$ cat src/rtl/basilisk_writeback_pkg.sv
// Shared types for the basilisk FPU writeback stage: result formats, exception flags and the
// IEEE-754 single-precision rounding helpers reused by the encode stage.
package basilisk_writeback_pkg;

  localparam int unsigned BASILISK_WRITEBACK_INPUTS = 5;
  localparam int unsigned STREAM_DIV = 2;

  localparam logic [2:0] RM_RNE = 3'd0;
  localparam logic [2:0] RM_RTZ = 3'd1;
  localparam logic [2:0] RM_RDN = 3'd2;
  localparam logic [2:0] RM_RUP = 3'd3;
  localparam logic [2:0] RM_RMM = 3'd4;

  typedef logic [31:0] rv32_reg_value_t;

  typedef struct packed {
    logic [4:0]  dest_reg_addr;
    logic [1:0]  dest_offset_addr;
    logic        sign;
    logic [7:0]  exponent;
    logic [22:0] mantissa;
    logic        guard;
    logic        round_bit;
    logic        sticky;
    logic [2:0]  round_mode;
    logic        is_nan;
    logic        is_snan;
    logic        div_zero;
  } basilisk_result_t;

  typedef basilisk_result_t fpu_result_t;

  typedef struct packed {
    logic [4:0]      dest_reg_addr;
    logic [1:0]      dest_offset_addr;
    rv32_reg_value_t value;
  } basilisk_writeback_result_t;

  typedef struct packed {
    logic nv;
    logic dz;
    logic of;
    logic uf;
    logic nx;
  } basilisk_fflags_t;

  function automatic logic basilisk_round_up(fpu_result_t r);
    logic inexact;
    inexact = r.guard | r.round_bit | r.sticky;
    case (r.round_mode)
      RM_RNE:  return r.guard & (r.round_bit | r.sticky | r.mantissa[0]);
      RM_RDN:  return r.sign & inexact;
      RM_RUP:  return !r.sign & inexact;
      RM_RMM:  return r.guard;
      default: return 1'b0;
    endcase
  endfunction

  // Exponent+mantissa after rounding; a mantissa carry ripples into the exponent field.
  function automatic logic [30:0] basilisk_round_mag(fpu_result_t r);
    return {r.exponent, r.mantissa} + {30'd0, basilisk_round_up(r)};
  endfunction

  function automatic rv32_reg_value_t basilisk_round_result(fpu_result_t r);
    logic [30:0] mag;
    logic        to_inf;
    if (r.is_nan) return 32'h7FC0_0000;
    if (r.exponent == 8'hFF) return {r.sign, 8'hFF, 23'd0};
    mag    = basilisk_round_mag(r);
    to_inf = (r.round_mode == RM_RNE) || (r.round_mode == RM_RMM) ||
             ((r.round_mode == RM_RDN) && r.sign) || ((r.round_mode == RM_RUP) && !r.sign);
    if (mag[30:23] == 8'hFF) return to_inf ? {r.sign, 8'hFF, 23'd0} : {r.sign, 8'hFE, {23{1'b1}}};
    return {r.sign, mag};
  endfunction

  function automatic basilisk_fflags_t basilisk_round_flags(fpu_result_t r, logic is_div);
    basilisk_fflags_t f;
    logic [30:0]      mag;
    logic             inexact;
    f       = '0;
    mag     = basilisk_round_mag(r);
    inexact = r.guard | r.round_bit | r.sticky;
    if (r.is_nan) begin
      f.nv = r.is_snan;
    end else if (r.exponent != 8'hFF) begin
      f.of = (mag[30:23] == 8'hFF);
      f.nx = inexact | f.of;
      f.uf = (mag[30:23] == 8'h00) & inexact;
    end
    f.dz = is_div & r.div_zero;
    return f;
  endfunction

endpackage

$ cat src/rtl/basilisk_writeback_arbiter.sv
// Round-robin arbiter: one-hot grant to the requester nearest the priority pointer (cyclic upward);
// the pointer moves past the granted index on advance.
module basilisk_writeback_arbiter #(
  parameter int unsigned N = 5
) (
  input  logic         clk,
  input  logic         rst,
  input  logic [N-1:0] req,
  input  logic         advance,
  output logic [N-1:0] grant
);

  localparam int unsigned PtrW = (N > 1) ? $clog2(N) : 1;

  logic [PtrW-1:0] ptr_q, ptr_d, grant_idx, idx;
  logic            found;

  always_comb begin
    grant     = '0;
    grant_idx = ptr_q;
    idx       = '0;
    found     = 1'b0;
    for (int unsigned i = 0; i < N; i++) begin
      idx = PtrW'((32'(ptr_q) + i) % N);
      if (!found && req[idx]) begin
        found     = 1'b1;
        grant_idx = idx;
      end
    end
    if (found) grant[grant_idx] = 1'b1;
    ptr_d = ptr_q;
    if (advance) ptr_d = (32'(grant_idx) == N - 1) ? '0 : grant_idx + PtrW'(1);
  end

  always_ff @(posedge clk) begin
    if (!rst) ptr_q <= '0;
    else      ptr_q <= ptr_d;
  end

endmodule

$ cat src/rtl/basilisk_writeback.sv
// basilisk FPU writeback: arbitrates FPU and raw streams, rounds FPU results to single precision,
// registers one result per cycle. Optional sticky flags via BASILISK_WRITEBACK_FFLAGS_EN.
module basilisk_writeback
  import basilisk_writeback_pkg::*;
#(
  parameter int unsigned NUM_FPU_INPUTS = 4,
  parameter int unsigned NUM_INPUTS     = NUM_FPU_INPUTS + 1
) (
  input  logic                                                  clk,
  input  logic                                                  rst,
  input  logic [NUM_FPU_INPUTS-1:0]                             fpu_valid,
  output logic [NUM_FPU_INPUTS-1:0]                             fpu_ready,
  input  logic [NUM_FPU_INPUTS*$bits(basilisk_result_t)-1:0]    fpu_data,
  input  logic                                                  raw_valid,
  output logic                                                  raw_ready,
  input  logic [$bits(basilisk_writeback_result_t)-1:0]         raw_data,
  output logic                                                  out_valid,
  input  logic                                                  out_ready,
  output logic [$bits(basilisk_writeback_result_t)-1:0]         out_data,
  output logic                                                  busy
`ifdef BASILISK_WRITEBACK_FFLAGS_EN
  ,
  input  logic                                                  fflags_clear,
  output logic [4:0]                                            fflags
`endif
);

  localparam int unsigned ResW   = $bits(basilisk_result_t);
  localparam int unsigned RawIdx = NUM_FPU_INPUTS;

  basilisk_result_t           fpu_res [NUM_FPU_INPUTS];
  basilisk_result_t           sel_res;
  basilisk_writeback_result_t out_d, out_q;
  logic [NUM_INPUTS-1:0]      req, grant;
  logic                       load_ok, xfer, out_valid_q;

  for (genvar i = 0; i < NUM_FPU_INPUTS; i++) begin : g_unpack
    assign fpu_res[i] = fpu_data[i*ResW +: ResW];
  end

  assign req     = {raw_valid, fpu_valid};
  assign load_ok = !out_valid_q || out_ready;
  // Grant is non-zero exactly when some request is up, so |req stands in for |grant.
  assign xfer    = rst && load_ok && (|req);

  basilisk_writeback_arbiter #(
    .N(NUM_INPUTS)
  ) u_arbiter (
    .clk    (clk),
    .rst    (rst),
    .req    (req),
    .advance(xfer),
    .grant  (grant)
  );

  assign fpu_ready = (rst && load_ok) ? grant[NUM_FPU_INPUTS-1:0] : '0;
  assign raw_ready = rst && load_ok && grant[RawIdx];

  always_comb begin
    sel_res = '0;
    for (int unsigned i = 0; i < NUM_FPU_INPUTS; i++) begin
      if (grant[i]) sel_res = fpu_res[i];
    end
    out_d = raw_data;
    if (!grant[RawIdx]) begin
      out_d.dest_reg_addr    = sel_res.dest_reg_addr;
      out_d.dest_offset_addr = sel_res.dest_offset_addr;
      out_d.value            = basilisk_round_result(sel_res);
    end
  end

  always_ff @(posedge clk) begin
    if (!rst) begin
      out_valid_q <= 1'b0;
      out_q       <= '0;
    end else if (load_ok) begin
      out_valid_q <= xfer;
      if (xfer) out_q <= out_d;
    end
  end

  assign out_valid = out_valid_q;
  assign out_data  = out_q;
  assign busy      = out_valid_q || (|fpu_valid) || raw_valid;

`ifdef BASILISK_WRITEBACK_FFLAGS_EN
  basilisk_fflags_t fflags_q;
  logic             fpu_xfer;

  assign fpu_xfer = xfer && !grant[RawIdx];

  always_ff @(posedge clk) begin
    if (!rst)              fflags_q <= '0;
    else if (fflags_clear) fflags_q <= '0;
    else if (fpu_xfer)     fflags_q <= fflags_q | basilisk_round_flags(sel_res, grant[STREAM_DIV]);
  end

  assign fflags = fflags_q;
`endif

endmodule

$ cat config.mk
export PLATFORM = sky130hd
export DESIGN_NAME = basilisk_writeback
export DESIGN_NICKNAME = d
export VERILOG_FILES = /design/src/rtl/basilisk_writeback_pkg.sv /design/src/rtl/basilisk_writeback_arbiter.sv /design/src/rtl/basilisk_writeback.sv
export SDC_FILE = /design/constraint.sdc
export NUM_CORES = 1
export LEC_CHECK = 0
export CAP_MARGIN = 20
export CORE_MARGIN = 1
export CORE_UTILIZATION = 46
export CTS_BUF_LIST = sky130_fd_sc_hd__clkbuf_16
export CTS_CLUSTER_SIZE = 40
export DETAILED_ROUTE_END_ITERATION = 12
export GPL_TIMING_DRIVEN = 0
export PLACE_DENSITY = 0.88
export SYNTH_ARGS = -nofsm -noshare
export SYNTH_HDL_FRONTEND = slang
export SYNTH_HIERARCHICAL = 1
export SYNTH_SLANG_ARGS = --single-unit
$ cat constraint.sdc
create_clock -name clk -period 26.8 [get_ports clk]
set_input_delay 8.04 -clock clk [delete_from_list [all_inputs] [get_ports clk]]
set_output_delay 8.04 -clock clk [all_outputs]
set_load 0.05 [all_outputs]
## Word-level counts from Yosys, hierarchy flattened

Cells that the tools add are included.

- Register bits after elaboration: 43
- Input bits: 239
- Output and inout bits: 46
- Logic and storage cells: 112

- Add/sub/neg operators: 6
- Divide/modulo/power cells: 5
- Magnitude comparators: 7
- Eq/ne operators: 6
- Mux-type cells: 50
- Bitwise operators: 7
- Reductions and logical operators: 26

Operator list:

| cell | count |
|---|---|
| 32-bit two-way mux | 6 |
| 48-bit two-way mux | 4 |
| 32-bit by 3-bit modulo with 32-bit output (second input constant) | 4 |
| 39-bit two-way mux | 1 |
| 3-bit by 3-bit modulo with 32-bit output (second input constant) | 1 |
| 31-bit by 1-bit adder with 31-bit output | 1 |
| 3-bit by 4-bit less-than comparator with 1-bit output (second input constant) | 6 |
| 24-bit two-way mux | 1 |
| 1-bit two-way mux | 23 |
| 3-bit two-way mux | 6 |
| 8-bit == test (second input constant) | 2 |
| 1-bit binary-select mux with 3-bit select | 5 |
| 1-bit logical AND | 10 |
| 3-bit by 2-bit adder with 4-bit output (second input constant) | 2 |
| 3-bit by 2-bit == test with 1-bit output (second input constant) | 2 |
| 3-bit == test (second input constant) | 2 |
| 1-bit zero test | 6 |
| 1-bit logical OR | 6 |
| 5-bit two-way mux | 1 |
| 5-bit OR reduction | 1 |
| 3-bit by 1-bit adder with 4-bit output (second input constant) | 1 |
| 3-bit by 3-bit adder with 4-bit output (second input constant) | 1 |
| 4-bit two-way mux | 1 |
| 1-bit bitwise OR | 4 |
| 8 further kinds | 10 |

## Longest topological paths before layout

Gate-level depths: netlist (run 1).

- Depth in word-level cells: 42
- Mapped depth: 47
- Gate-level depth less buffers: 39

## Modules after synthesis

The synthesis (run 1) kept the hierarchy.

By module, submodules not included:

| module | times used | cells each | area each (µm²) | seq. area each (µm²) |
|---|---|---|---|---|
| basilisk_writeback | 1 | 559 | 4,199.0 | 800.8 |
| basilisk_writeback_arbiter | 1 | 267 | 1,886.8 | 60.1 |

## Worst setup path after synthesis (run 1)

Ideal clock, no wire load.

- Path type: input port to output port
- Start: input fpu_valid[1]
- End: output fpu_ready[2]
- Arrival: 12,069 ps
- Slack: 6,691 ps
- Stages on the path: 15
- Buffers on the path: 5
- Path through: clkbuf_1 -> nor2b_1 -> mux4_2 -> or4_1 -> o32a_1 -> or4_1 -> buf_2 -> o22a_1 -> o211ai_4 -> inv_4 -> nor2_1 -> clkbuf_1 -> clkbuf_1 -> clkbuf_1 -> and3_1

- Word-level cells in the longest chain between the ends: 21
- Elaborated cells between the ends (all ways): 35
- Classes of those cells: order compare: 2; mux: 24; reduce/logical: 9

RTL lines:

| item | line | source |
|---|---|---|
| start, declared | basilisk_writeback.sv:11 | `input logic [NUM_FPU_INPUTS-1:0] fpu_valid,` |
| 1-bit binary-select mux with 3-bit select | basilisk_writeback_arbiter.sv:25 | `if (!found && req[idx]) begin` |
| 1-bit two-way mux (implied by the code) | basilisk_writeback_arbiter.sv:25 |  |
| 1-bit two-way mux | basilisk_writeback_arbiter.sv:25 |  |
| 1-bit zero test | basilisk_writeback_arbiter.sv:25 |  |
| 1-bit logical AND | basilisk_writeback_arbiter.sv:25 |  |
| 1-bit two-way mux | basilisk_writeback_arbiter.sv:25 |  |
| 1-bit zero test | basilisk_writeback_arbiter.sv:25 |  |
| 1-bit logical AND | basilisk_writeback_arbiter.sv:25 |  |
| (+6 left out) | - |  |
| 3-bit two-way mux | basilisk_writeback_arbiter.sv:25 |  |
| 3-bit by 4-bit less-than comparator with 1-bit output (implied by the code) or 3-bit by 1-bit >= comparator with 1-bit output (tied branches) | basilisk_writeback_arbiter.sv:30 | `if (found) grant[grant_idx] = 1'b1;` |
| 1-bit logical AND (implied by the code) | basilisk_writeback_arbiter.sv:30 |  |
| 1-bit two-way mux (implied by the code) | basilisk_writeback_arbiter.sv:30 |  |
| 1-bit demux with 3-bit select | - |  |
| 5-bit two-way mux * | basilisk_writeback_arbiter.sv:30 |  |
| named net grant[2] | basilisk_writeback.sv:34 | `logic [NUM_INPUTS-1:0] req, grant;` |
| 4-bit two-way mux * | basilisk_writeback.sv:56 | `assign fpu_ready = (rst && load_ok) ? grant[NUM_FPU_INPUTS-1:0] : '0;` |
| end, declared | basilisk_writeback.sv:12 | `output logic [NUM_FPU_INPUTS-1:0] fpu_ready,` |

The timed path passes the listed nets; every way through them passes the cells marked *. The select of a mux whose other input is x is not followed.

## Worst setup path after layout (run 1)

- Start: input fpu_valid[1]
- End: output raw_ready

- Word-level cells in the longest chain between the ends: 21
- Elaborated cells between the ends (all ways): 35
- Classes of those cells: order compare: 2; mux: 23; reduce/logical: 10

RTL lines:

| item | line | source |
|---|---|---|
| 1-bit binary-select mux with 3-bit select | basilisk_writeback_arbiter.sv:25 |  |
| 1-bit two-way mux (implied by the code) | basilisk_writeback_arbiter.sv:25 |  |
| 1-bit two-way mux | basilisk_writeback_arbiter.sv:25 |  |
| 1-bit zero test | basilisk_writeback_arbiter.sv:25 |  |
| 1-bit logical AND | basilisk_writeback_arbiter.sv:25 |  |
| 1-bit two-way mux | basilisk_writeback_arbiter.sv:25 |  |
| 1-bit zero test | basilisk_writeback_arbiter.sv:25 |  |
| 1-bit logical AND | basilisk_writeback_arbiter.sv:25 |  |
| (+6 left out) | - |  |
| 3-bit two-way mux | basilisk_writeback_arbiter.sv:25 |  |
| 3-bit by 4-bit less-than comparator with 1-bit output (implied by the code) or 3-bit by 1-bit >= comparator with 1-bit output (tied branches) | basilisk_writeback_arbiter.sv:30 |  |
| 1-bit logical AND (implied by the code) | basilisk_writeback_arbiter.sv:30 |  |
| 1-bit two-way mux (implied by the code) | basilisk_writeback_arbiter.sv:30 |  |
| 1-bit demux with 3-bit select | - |  |
| 5-bit two-way mux * | basilisk_writeback_arbiter.sv:30 |  |
| named net grant[4] | basilisk_writeback.sv:34 |  |
| 1-bit logical AND * | basilisk_writeback.sv:57 | `assign raw_ready = rst && load_ok && grant[RawIdx];` |
| end, declared | basilisk_writeback.sv:15 | `output logic raw_ready,` |

Marks and branches as above.

==> impl_metrics.py, run 1 <==
metrics = {
    "setup_path": {
        "startpoint": "fpu_valid[1]",
        "crit_path_end_kind": "output port",
        "required_ns": 18.76,
        "crit_arrival_ns": 14.15,
        "timing.rr.start": "u_arbiter/ptr_q[0]$_SDFFE_PN0P_",
        "path_class": "input port to output port",
        "critPathMaxFanout": 10,
        "critical_path.startpoint_type": "input port",
    },
    "place": {
        "dp_cells": 1275,
        "place_area_sq_um": 9070,
        "post-place-ws_ns": 4.82,
        "dp.final_hpwl_mm": 21.5,
        "gp_congestion": 0.945,
        "io_buffers": 276,
    },
    "clock_network": {
        "cts_root_buf": "clkbuf_16",
        "post_cts.repair.setup_buffers": 0,
        "clockBufferDepth": 2,
        "cts_tree": "built",
        "clkLatencyLatePin_ns": 0.29,
        "htreeDepth": 2,
        "cts_made_buffers": 5,
        "clk_pin_slew_ns": 0.06,
        "cts_resized": 0,
        "cts_sinks": 43,
        "hold_buffers": 0,
    },
    "global_route": {
        "grt_max_degree": 15,
        "grt_pass1_vias": 7054,
        "antenna_found_initial": 1,
        "track_usage_pct": 36.8,
        "grt_pass1_wl_mm": 38.3,
        "grt_overflow": 0,
    },
    "sta": {
        "period_needed_ns": 22.19,
        "drv_slew": 0,
        "slew_headroom_pct": 48.3,
        "tightest_slew_ns": 0.771,
        "hold_viol": 0,
        "setup_viol": 0,
        "worst_slack_ns": 4.61,
        "period_share_pct": 82.8,
        "setup_tns_ns": 0,
        "rsz0062_at_grt": "no",
        "fmax_ghz": 0.0451,
        "fin_skew_ns": 0.00601,
    },
    "cells_and_area": {
        "layout.nets": 1373,
        "fin_area_sq_um": 9220,
        "layout-drive-gt1-share_pct": 9.54,
        "syn_to_final_growth_pct": 51.5,
        "fillers": 1018,
        "final_cells": 1285,
    },
    "floorplanning": {
        "initial_utilization_pct": 47.6,
        "die-area_sq_um": 13700,
        "io_pins": 285,
        "die_w_um": 117,
        "die_y_um": 117,
        "coreArea_sq_um": 12800,
        "fp-row-count": 41,
    },
    "yosys": {
        "synth_edf_count": 0,
        "ys_seq_elements": 43,
        "synth_cells": 826,
        "yosysUniqueCellTypes": 92,
        "syn_area_per_cell_sq_um": 7.37,
        "syn_nets": 1089,
        "ys_seq_area_share_pct": 14.1,
        "ys.warnings.count": 6,
        "syn_area_sq_um": 6090,
        "async_flop_share_pct": 0,
        "synthFlopType": "dfxtp_1",
    },
    "detailed_routing": {
        "vias_per_cell": 6.34,
        "drc": 0,
        "dr.pass1.iters": 6,
        "antenna_left": 0,
        "wl_mm": 26.4,
        "drt_iter0_drc": 1110,
        "route.vias.total": 8142,
        "routedWlPerCell_um": 20.6,
    },
    "run": {
        "drv_cap": 0,
    },
    "outcome": {
        "status": "finished, final reports clean",
    },
    "min_path": {
        "holdCritStartpoint": "out_data[37]$_SDFFE_PN0P_",
        "hp-class": "register to register",
    },
}
[per-stage QoR]
| stage | util [%] | hold slack [ns] |
|---|---|---|
| after detailed placement | 71.0 | 0.462 |
| after floorplan | - | 0.613 |
| after global routing | 72.1 | 0.492 |
| final | 72.2 | 0.472 |
| after global placement | 71.0 | 0.451 |
| after CTS | 72.1 | 0.473 |
[area by class of cell]
cell class                      instances  area (sq um)  area share [%]
Clock inverter                          3          16.3           0.176
Tap cell                              172           215            2.33
Sequential cell                        43           861            9.34
Inverter                               23          88.8           0.964
Clock buffer                            5           125            1.36
Antenna cell                            2          5.00          0.0543
Timing Repair Buffer                  277          2770            30.1
Buffer                                 64           350            3.80
Multi-Input combinational cell        696          4790            51.9
[sequential cells by signal, summed over array words and instances, names as in the netlist]
register	count
out_valid	1
out_data	39
u_arbiter/ptr_q	3
[kinds of logic after synthesis]
| group | count (synthesis) | share of synthesized area [%] |
|---|---|---|
| AND/OR/NAND/NOR | 329 | 28.8 |
| multiplexers | 19 | 3.45 |
| flip-flops | 43 | 14.1 |
| adder cells (fa/ha/maj) | 24 | 4.93 |
| buffers and inverters | 87 | 7.22 |
| AO/OA/AOI/OAI | 291 | 36.7 |
| XOR/XNOR | 33 | 4.75 |
[critical path: stages]
cell and delay (ns):
clkdlybuf4s50_1 0.62, clkbuf_1 0.44, nor2b_1 0.09, mux4_2 0.46, or4_1 0.53, o32a_1 0.20
or4_1 0.51, buf_2 0.18, o22a_1 0.23, o211ai_4 0.28, inv_4 0.07, nor3b_1 0.47
clkbuf_1 0.45, clkbuf_1 0.51, and3_1 0.26, clkdlybuf4s50_1 0.81
[Yosys cell counts, drive strengths merged (12+ instances only)]
library cell  count  area, sq um
o22ai            15         93.8
ha               24          300
mux2i            12          120
nand2            46          173
a21oi            68          340
clkbuf           32          120
buf              32          230
a22oi            13         97.6
inv              22         85.1
nand3            70          355
nor3             20          105
dfxtp            43          861
nor2b            16          100
nor2             77          302
a221oi           19          191
o211ai           29          337
o221ai           19          173
xnor2            22          193
o21ai            38          194
nand2b           18          115
[routing by layer]
layer | share of wire (%) | up-vias | track usage, %
met1 | 41 | 3767 | 51.5
met3 | 12 | 60 | 6.28
met2 | 44 | 561 | 57.1
met5 | 0 | - | 0
met4 | 3.5 | 0 | 11.9
li1 | - | 3754 | -
[path summary, 6_finish.rpt]
check	slack [ns]	end	cells after the start
hold reg to reg	0.47	out_data[37]$_SDFFE_PN0P_	2
hold / removal	0.47	out_data[37]$_SDFFE_PN0P_	2
setup reg to reg	14.65	out_data[5]$_SDFFE_PN0P_	47
setup / recovery	4.61	raw_ready	16
[cells in the final DEF, fill, tap and decap left out, types with 22 or more instances in the layout]
cell / Yosys / final
nand2_1: 46 / 46
o21ai_0: 34 / 34
a21oi_1: 68 / 68
nand3_1: 69 / 69
xnor2_1: 22 / 22
clkdlybuf4s50_1: 0 / 276
nor2_1: 72 / 72
clkbuf_1: 32 / 32
ha_1: 24 / 24
dfxtp_1: 43 / 43
Power of run 1 is not shown: default switching activity piles up to over one toggle a cycle in this logic, so the estimate is an artifact.
==> run 2: changes to the inputs <==
--- a/config.mk
+++ b/config.mk
@@ -7,12 +7,12 @@
 export LEC_CHECK = 0
 export CAP_MARGIN = 20
 export CORE_MARGIN = 1
-export CORE_UTILIZATION = 46
+export CORE_UTILIZATION = 43
 export CTS_BUF_LIST = sky130_fd_sc_hd__clkbuf_16
 export CTS_CLUSTER_SIZE = 40
 export DETAILED_ROUTE_END_ITERATION = 12
 export GPL_TIMING_DRIVEN = 0
-export PLACE_DENSITY = 0.88
+export PLACE_DENSITY = 0.83
 export SYNTH_ARGS = -nofsm -noshare
 export SYNTH_HDL_FRONTEND = slang
 export SYNTH_HIERARCHICAL = 1
==> constraint.sdc (replaced) <==
create_clock -name clk -period 20.9 [get_ports clk]
set_input_delay 6.27 -clock clk [delete_from_list [all_inputs] [get_ports clk]]
set_output_delay 6.27 -clock clk [all_outputs]
set_load 0.05 [all_outputs]
==> run 2 against run 1 <==
  * Wire length down 2.7%
  * Die area increased by 6.9%
  * Final area increased by 0.60%
  * Non-clock buffer count unchanged
==> impl_metrics.py, run 2 (same netlist as run 1, synthesis figures left out) <==
metrics = {
    "outcome": {
        "status": "finished, final reports clean",
    },
    "detailed_routing": {
        "vias_per_cell": 6.18,
        "drt_iter0_drc": 850,
        "drc": 0,
        "wl_mm": 25.7,
        "routedWlPerCell_um": 19.9,
        "dr.pass1.iters": 5,
        "route.vias.total": 7986,
        "wl_met3_mm": 2.62,
        "antenna_left": 0,
        "topRoutingLayerUsed": "met4",
        "wl_met2_mm": 11.2,
        "drt-met1-wl_mm": 11.0,
    },
    "cells_and_area": {
        "syn_to_final_growth_pct": 52.4,
        "layout-drive-gt1-share_pct": 9.54,
        "largest_reg_flops": 39,
        "layout.area.seq_sq_um": 861,
        "fin_area_sq_um": 9270,
        "layout.nets": 1373,
        "final_common_cell": "clkdlybuf4s50_1",
        "mostFrequentLayoutCells": "276 x clkdlybuf4s50_1, 72 x nor2_1, 69 x nand3_1",
        "fillers": 1190,
        "multi_input_area_sq_um": 4790,
    },
    "setup_path": {
        "startpoint": "fpu_valid[1]",
        "rr_worst_depth": 47,
        "critPathMaxFanout": 10,
        "timing.rr.start": "u_arbiter/ptr_q[0]$_SDFFE_PN0P_",
        "reg2reg_slack_ns": 8.98,
        "required_ns": 14.63,
        "path_class": "input port to output port",
        "crit_arrival_ns": 12.38,
        "crit_path_end_kind": "output port",
        "r2r-end": "out_data[8]$_SDFFE_PN0P_",
        "critical_path.startpoint_type": "input port",
    },
    "global_route": {
        "grt_pass1_wl_mm": 38.9,
        "grt_overflow": 0,
        "antenna_found_initial": 1,
        "grt_pass1_vias": 7188,
        "track_usage_pct": 34.0,
        "grt_max_degree": 15,
    },
    "floorplanning": {
        "initial_utilization_pct": 44.0,
        "coreArea_sq_um": 13800,
        "die_y_um": 121,
        "io_pins": 285,
        "fp-row-count": 43,
        "die_w_um": 121,
        "die-area_sq_um": 14600,
    },
    "place": {
        "place_area_sq_um": 9080,
        "io_buffers": 276,
        "dp.final_hpwl_mm": 21.2,
        "post-place-ws_ns": 2.46,
        "gp_congestion": 0.957,
    },
    "run": {
        "drv_cap": 0,
    },
    "sta": {
        "fmax_ghz": 0.0536,
        "slew_headroom_pct": 46.9,
        "setup_tns_ns": 0,
        "tightest_slew_ns": 0.797,
        "hold_viol": 0,
        "fin_skew_ns": 0.00670,
        "period_share_pct": 89.2,
        "worst_slack_ns": 2.25,
        "drv_slew": 0,
        "period_needed_ns": 18.65,
        "rsz0062_at_grt": "no",
        "setup_viol": 0,
    },
    "clock_network": {
        "cts_made_buffers": 5,
        "cts_root_buf": "clkbuf_16",
        "cts_resized": 0,
        "hold_buffers": 0,
        "post_cts.repair.setup_buffers": 0,
        "htreeDepth": 2,
        "clockBufferDepth": 2,
        "cts_tree": "built",
        "clkLatencyLatePin_ns": 0.29,
        "cts_sinks": 43,
        "clk_pin_slew_ns": 0.06,
    },
    "min_path": {
        "holdCritStartpoint": "out_data[30]$_SDFFE_PN0P_",
        "hold_path_depth": 2,
        "hp-class": "register to register",
        "whs_endpoint": "out_data[30]$_SDFFE_PN0P_",
    },
}
## run 2: changes by cell type in the layout (fill, tap and decap cells not counted)
cell        delta
clkinv_2       -1
diode_2        -1
bufinv_16      +2
clkinvlp_4     -1
## run 2: layer usage
metal / vias to the layer above / GRT usage [%]
met5: - / 0
met4: 0 / 11.0
met3: 57 / 4.28
met2: 523 / 53.0
met1: 3649 / 48.1
li1: 3757 / -
## run 2: worst max-delay path by stage
stage                    to  slack [ns]  depth (start not counted)
6_report          raw_ready        2.25                         16
5_1_grt           raw_ready        2.15                         16
4_1_cts           raw_ready        2.43                         16
3_5_place_dp      raw_ready        2.46                         16
3_3_place_gp      raw_ready        2.46                         16
2_1_floorplan  fpu_ready[2]        4.33                         15
## run 2: layout make-up
cell class	instances	share of cell area [%]
clock inverter	3	0.688
multi-input combinational	696	51.6
sequential	43	9.28
buffer	64	3.78
timing repair buffer	277	29.9
inverter	23	0.958
antenna	1	0.0270
clock buffer	5	1.35
tap	180	2.43
## run 2: stage by stage
step	hold WS, ns	util [%]	std cells
2_1_floorplan	0.613	-	826
3_3_place_gp	0.452	65.6	1282
3_5_place_dp	0.458	65.7	1283
4_1_cts	0.465	67.0	1291
5_1_grt	0.482	67.1	1292
6_report	0.465	67.1	1292
## run 2: critical path: stages
cell and delay (ns):
clkdlybuf4s50_1 0.58, clkbuf_1 0.47, nor2b_1 0.09, mux4_2 0.46, or4_1 0.55, o32a_1 0.20, or4_1 0.50, buf_2 0.18
o22a_1 0.23, o211ai_4 0.25, inv_4 0.06, nor3b_1 0.50, clkbuf_1 0.47, clkbuf_1 0.47, and3_1 0.28, clkdlybuf4s50_1 0.81
Power of run 2 is left out for the same reason.
==> run 3: changes to the inputs <==
==> constraint.sdc (replaced) <==
create_clock -name clk -period 20.9 [get_ports clk]
set_input_delay 4.18 -clock clk [delete_from_list [all_inputs] [get_ports clk]]
set_output_delay 4.18 -clock clk [all_outputs]
set_load 0.05 [all_outputs]
==> results of run 3 <==
Same layout as run 2 (identical final DEF). Status: finished, final reports clean.
Among the figures that moved: setup slack after placement 2.46 ns -> 6.64 ns; setup slack after layout 2.25 ns -> 6.43 ns
Power of run 3 is left out for the same reason.
